===== config.mk =====
export PLATFORM = sky130hd
export DESIGN_NAME = reg_dump_unit
export DESIGN_NICKNAME = d
export VERILOG_FILES = /design/src/rtl/reg_dump_unit_pkg.sv /design/src/rtl/reg_dump_unit.sv
export SDC_FILE = /design/constraint.sdc
export NUM_CORES = 1
export LEC_CHECK = 0
export ABC_CLOCK_PERIOD_IN_PS = 3200
export BUFFER_PORTS_ARGS = -buffer_cell sky130_fd_sc_hd__buf_2
export CORE_MARGIN = 2
export CORE_UTILIZATION = 49
export CTS_CLUSTER_SIZE = 14
export DETAILED_ROUTE_END_ITERATION = 12
export PLACE_DENSITY_LB_ADDON = 0.3
export SYNTH_ARGS = -nofsm -noshare
export SYNTH_HDL_FRONTEND = slang
export SYNTH_SLANG_ARGS = --single-unit

===== constraint.sdc =====
create_clock -name clk -period 3.2 [get_ports clk]
set_clock_uncertainty 0.15 [all_clocks]
set_input_delay 0.32 -clock clk [delete_from_list [all_inputs] [get_ports clk]]
set_output_delay 0.32 -clock clk [all_outputs]
set_load 0.01 [all_outputs]

===== src/rtl/reg_dump_unit_pkg.sv =====
// Shared definitions for the register dump path.
// Defaults match the register file geometry.
package reg_dump_unit_pkg;

   localparam int DEF_REGF_WIDTH = 32;
   localparam int DEF_NUM_REGS   = 32;

   typedef enum logic [2:0] {
      IDLE,
      WAIT_HALT,
      READ,
      SEND,
      DONE
   } dump_state_t;

endpackage


===== src/rtl/reg_dump_unit.sv =====
// Walks the register file after halt and streams every register
// out on a valid/ready channel for the debug/trace dump path.
module reg_dump_unit
   import reg_dump_unit_pkg::*;
#(
   parameter int REGF_WIDTH = DEF_REGF_WIDTH,
   parameter int NUM_REGS   = DEF_NUM_REGS,
   parameter int IDX_W      = $clog2(NUM_REGS)
) (
   input  logic                  clk,
   input  logic                  rst,
   input  logic                  start,
   input  logic                  abort,
   input  logic                  halted,
   output logic [IDX_W-1:0]      rd_addr,
   input  logic [REGF_WIDTH-1:0] rd_data,
   output logic                  dout_valid,
   input  logic                  dout_ready,
   output logic [REGF_WIDTH-1:0] dout_data,
   output logic [IDX_W-1:0]      dout_idx,
   output logic                  dout_last,
   output logic                  busy,
   output logic                  done
);

   localparam logic [IDX_W-1:0] LAST = IDX_W'(NUM_REGS - 1);

   dump_state_t           state;
   logic [IDX_W-1:0]      idx;
   logic [REGF_WIDTH-1:0] data_q;

   assign rd_addr   = idx;
   assign dout_idx  = idx;
   assign dout_data = data_q;

   always_ff @(posedge clk) begin
      if (rst || abort) begin
         state      <= IDLE;
         idx        <= '0;
         data_q     <= '0;
         dout_valid <= 1'b0;
         dout_last  <= 1'b0;
         busy       <= 1'b0;
         done       <= 1'b0;
      end else begin
         unique case (state)
            IDLE: begin
               done <= 1'b0;
               if (start) begin
                  idx   <= '0;
                  busy  <= 1'b1;
                  state <= halted ? READ : WAIT_HALT;
               end
            end
            WAIT_HALT: begin
               if (halted)
                  state <= READ;
            end
            READ: begin
               // x0 is architecturally zero whatever the array holds
               data_q     <= (idx == '0) ? '0 : rd_data;
               dout_valid <= 1'b1;
               dout_last  <= (idx == LAST);
               state      <= SEND;
            end
            SEND: begin
               if (dout_ready) begin
                  dout_valid <= 1'b0;
                  dout_last  <= 1'b0;
                  if (idx == LAST) begin
                     done  <= 1'b1;
                     state <= DONE;
                  end else begin
                     idx   <= idx + IDX_W'(1);
                     state <= READ;
                  end
               end
            end
            DONE: begin
               done  <= 1'b0;
               busy  <= 1'b0;
               idx   <= '0;
               state <= IDLE;
            end
            default: state <= IDLE;
         endcase
      end
   end

endmodule


# Word-level counts from Yosys, hierarchy flattened
# Index checks and enable logic that the tools add are counted.
[totals]
output_inout_bits = 46
in_bits = 38
elab_cells = 50
ff_bits = 44
[op_classes]
eq_ne = 10
addsub = 1
muxes = 19
n_reduce_logical = 13
[ops]
columns = ["cell", "count"]
rows = [
  ["$mux W32", 1],
  ["$mux W5", 3],
  ["$pmux W5 S3", 1],
  ["$mux W3", 4],
  ["$pmux W3 S4", 1],
  ["$ne A2 B2 Y1 const B", 5],
  ["$pmux W1 S2", 4],
  ["$eq A3 B2 Y1 const B", 2],
  ["$reduce_and A3 Y1", 2],
  ["$reduce_bool A2 Y1", 3],
  ["$add A5 B1 Y5 const B", 1],
  ["$eq A5 B5 Y1 const B", 1],
  ["$logic_not A5 Y1", 1],
  ["$mux W1", 4],
  ["$reduce_and A2 Y1", 2],
  ["$reduce_and A4 Y1", 1],
  ["$eq A3 B1 Y1 const B", 1],
  ["$eq A3 B3 Y1 const B", 1],
  ["$logic_not A3 Y1", 1],
  ["$reduce_bool A3 Y1", 1],
  ["$mux W2", 1],
  ["$reduce_or A2 Y1", 1],
  ["$logic_or A1 B1 Y1", 1],
]

# Logic depth before layout (Yosys ltp)
[depth]
word_depth = 4
depth_mapped = 7
depth_no_buf = 7

# Worst setup path before layout
# Ideal clock, no wire load.
[synth_path]
kind = "flip-flop to flip-flop"
startpoint = "reg idx[0], in the netlist dout_idx[0]"
endpoint = "reg idx[3], in the netlist dout_idx[3]"
synth_period_minus_slack_ns = 2.108
n_path_buf = 0
path_slack_ns = 1.092
t_arrival_ns = 1.896
required_ns = 2.988
setup_ns = 0.062
path_stages_with_launch = 8
cell_sequence = "dfxtp_1 -> ha_1 -> and3_1 -> ha_1 -> nand3b_1 -> or3_1 -> or3_1 -> nand3_1"
[synth_between]
elab_chain_len = 4
elab_cells_between_ends = 7
classes_between = "add/sub: 1; eq/ne: 2; mux: 3; reduce/logical: 1"
[synth_rtl]
columns = ["element", "line", "source"]
rows = [
  ["from (decl)", "reg_dump_unit.sv:29", "logic [IDX_W-1:0] idx;"],
  ["from (signal assigned)", "reg_dump_unit.sv:74", "idx <= idx + IDX_W'(1);"],
  ["$add A5 B1 Y5", "reg_dump_unit.sv:74", ""],
  ["$mux W5", "reg_dump_unit.sv:70", "if (idx == LAST) begin"],
  ["$mux W5", "reg_dump_unit.sv:67", "if (dout_ready) begin"],
  ["$pmux W5 S3", "reg_dump_unit.sv:46", "unique case (state)"],
]
# Several ways; a longest one is shown, not always the timed one. The select of a mux whose other input is x is not followed.
# A chain may end at the register's enable or synchronous reset.

# Final worst setup path
# Same ends and word-level chain as after synthesis.

==> results.cfg <==
[status]
status = finished clean

[sta]
rsz0062_at_grt = no
holdWs_ps = 34.5
period_share = 0.689
tightest_slew_ps = 710
fin_ws_ps = 995
relSlewSlack = 0.525
fmax_mhz = 454
min_period_ps = 2200
finalSetupViolCount = 0
setup-tns-final_ps = 0
drv_slew = 0
final-hold-violation-count = 0

[logic_synthesis]
yosysUniqueCellTypes = 33
ys_seq_area_frac = 0.506
synth-main-ff-cell = dfxtp_1
synth_nets = 234
async_flop_share = 0
syn_avg_cell_area_um2 = 9.02
synth-edff-count = 0
ys_ff_latch = 44
yosysWarnings = 0
synth_top_area_frac = 0.506
synth_area_leaders = dfxtp_1, a22oi_1, nor2_1
syn_area_mm2 = 0.00174
synth_cells = 193
yosysTopAreaCell = dfxtp_1

[final_layout]
nets = 308
syn2layout_area_growth_pct = 27.0
diodes = 0
drive_gt1_frac = 0.351

[global_route]
grt_pass1_wl_um = 6820
antenna_found_initial = 0
grt_max_degree = 35
grt_pass1_vias = 1557
grt_overflow = 0
grtUsageTotal = 0.208

[placement]
portBuffers = 83
globalplace.congestion = 0.862
pre_cts_ws_ps = 1010
place_hpwl_um = 2770

[routing]
ant_nets = 0
drt_iter0_drc = 121
via_count = 1656
drt-total-wl_um = 3930
drcViolationCount = 0
drtPass1Iterations = 5
wl_per_cell_um = 12.5
viasPerCell = 5.27

[clock_tree]
cts.sinks = 44
numCtsBuffers = 5
post_cts_buffers = 0
cts_tree = done
clk_pin_slew_ps = 130
cts-resized-gates = 0
cts_hold_buf = 0
h-tree-depth = 2
clock_path_buffers = 2
cts-root-buf = clkbuf_4
worstSkewPairLatency_ps = 350

[critical_path]
crit_fanout = 7
crit_type = reg2reg
arrival_ps = 2350
crit_required_ps = 3350
start_kind = flop
reg2regPathDepth = 7
end_kind = flop

[floorplan]
die_y_um = 63.6
start_util = 0.518
die_w_um = 63.6
core_mm2 = 0.00336
dieArea_mm2 = 0.00405
rows = 21
io_pins = 84

[worst_hold_path]
hold_path_depth = 3
hold_class = in2reg

[pwr]
p_per_area_mw_per_mm2 = 439
vdd_drop_max_v = 0.000389
p_leak_nw = 0.981

[job]
cap_violations = 0
final cells by class:
type                    count  area, µm²
fillers                   311       1150
clock inverters             2       38.8
inverters                   8       30.0
clock buffers               6       51.3
multi-input cells         123        723
repair buffers             85        430
well taps                  46       57.6
flip-flops and latches     44        881
flip-flops by register name, summed over array words and instances (netlist names):
signal	cells
dout_data	32
dout_idx	5
done	1
dout_valid	1
busy	1
state	3
dout_last	1
synth_stat cells, types with 3 or more instances:
cell      number
a21oi_1        8
a22oi_1       32
buf_4          8
clkbuf_1       7
dfxtp_1       44
ha_1           3
inv_1          7
nand2_1        6
nand3_1        3
nand4_1        3
nor2_1        39
o21ai_0        3
or3_1          3
cell families (layout without fill, tap and decap cells):
kind of cell | count (synthesis) | count (layout) | share of synthesized area
AOI/OAI and AO/OA | 52 | 52 | 0.210
adders and majority gates | 3 | 3 | 0.0216
buffers and inverters | 26 | 101 | 0.0790
DFF | 44 | 44 | 0.506
and+or+nand+nor | 68 | 68 | 0.183
per-layer routing:
metal | vias up | wire length, µm | track usage
met2 | 66 | 1870 | 0.342
met5 | - | 0 | 0
li1 | 826 | - | -
met4 | 0 | 48 | 0.0679
met3 | 5 | 289 | 0.0554
met1 | 759 | 1730 | 0.265
worst paths after layout:
path | start | endpoint | slack [ps]
setup reg to reg | dout_idx[0] | dout_idx[3] | 1000
hold reg to reg | done | done | 330
hold / removal | rd_data[6] | dout_data[6] | 30
setup / recovery | dout_idx[0] | dout_idx[3] | 1000
power breakdown:
| part | internal (mW) | leakage, nW | switching [mW] |
|---|---|---|---|
| combinational | 0.0232 | 0.578 | 0.0309 |
| clock | 0.187 | 0.0484 | 0.177 |
| sequential | 0.550 | 0.355 | 0.00304 |
| total | 0.760 | 0.981 | 0.211 |
worst max-delay path, stage by stage, from the launching register on:
cell and delay (ps):
dfxtp_1 370, ha_1 240, and3_1 190, ha_1 200, nand3b_1 220, or3_1 340, or3_1 350, nand3_1 90
per-stage QoR:
stage | utilization | instance area, µm² | std cells | power (mW)
floorplan | - | 1740 | 193 | 0.590
global placement | 0.631 | 2120 | 306 | 0.619
detailed placement | 0.631 | 2120 | 306 | 0.619
CTS | 0.658 | 2210 | 314 | 0.980
global route | 0.658 | 2210 | 314 | 1.01
finish | 0.658 | 2210 | 314 | 0.971
cell usage in the layout (no fill, tap or decap):
master,synthesis,layout
nand4_1,3,3
clkbuf_4,0,5
or3b_1,1,1
a2111o_1,1,1
nor2b_1,1,1
a211oi_1,1,1
or2_1,2,2
o311ai_1,1,1
nand3_1,3,3
clkinv_4,0,1
a31o_1,1,1
nor3_1,2,2
nand2_1,6,6
o21ai_0,3,3
a21oi_1,8,8
bufinv_16,0,1
inv_1,7,7
ha_1,3,3
nor4b_1,1,1
nand2b_1,2,2
a31oi_1,2,2
dfxtp_1,44,44
o21ai_1,1,1
buf_2,2,83
nor2_4,1,1
clkbuf_8,0,1
or3_1,3,3
clkinv_1,1,1
and3_1,2,2
a311o_1,1,1
nor2_1,39,39
o21bai_1,1,1
a22oi_1,32,32
nand3b_1,2,2
buf_4,8,2
Note: power is estimated with default switching activity, not from simulation.
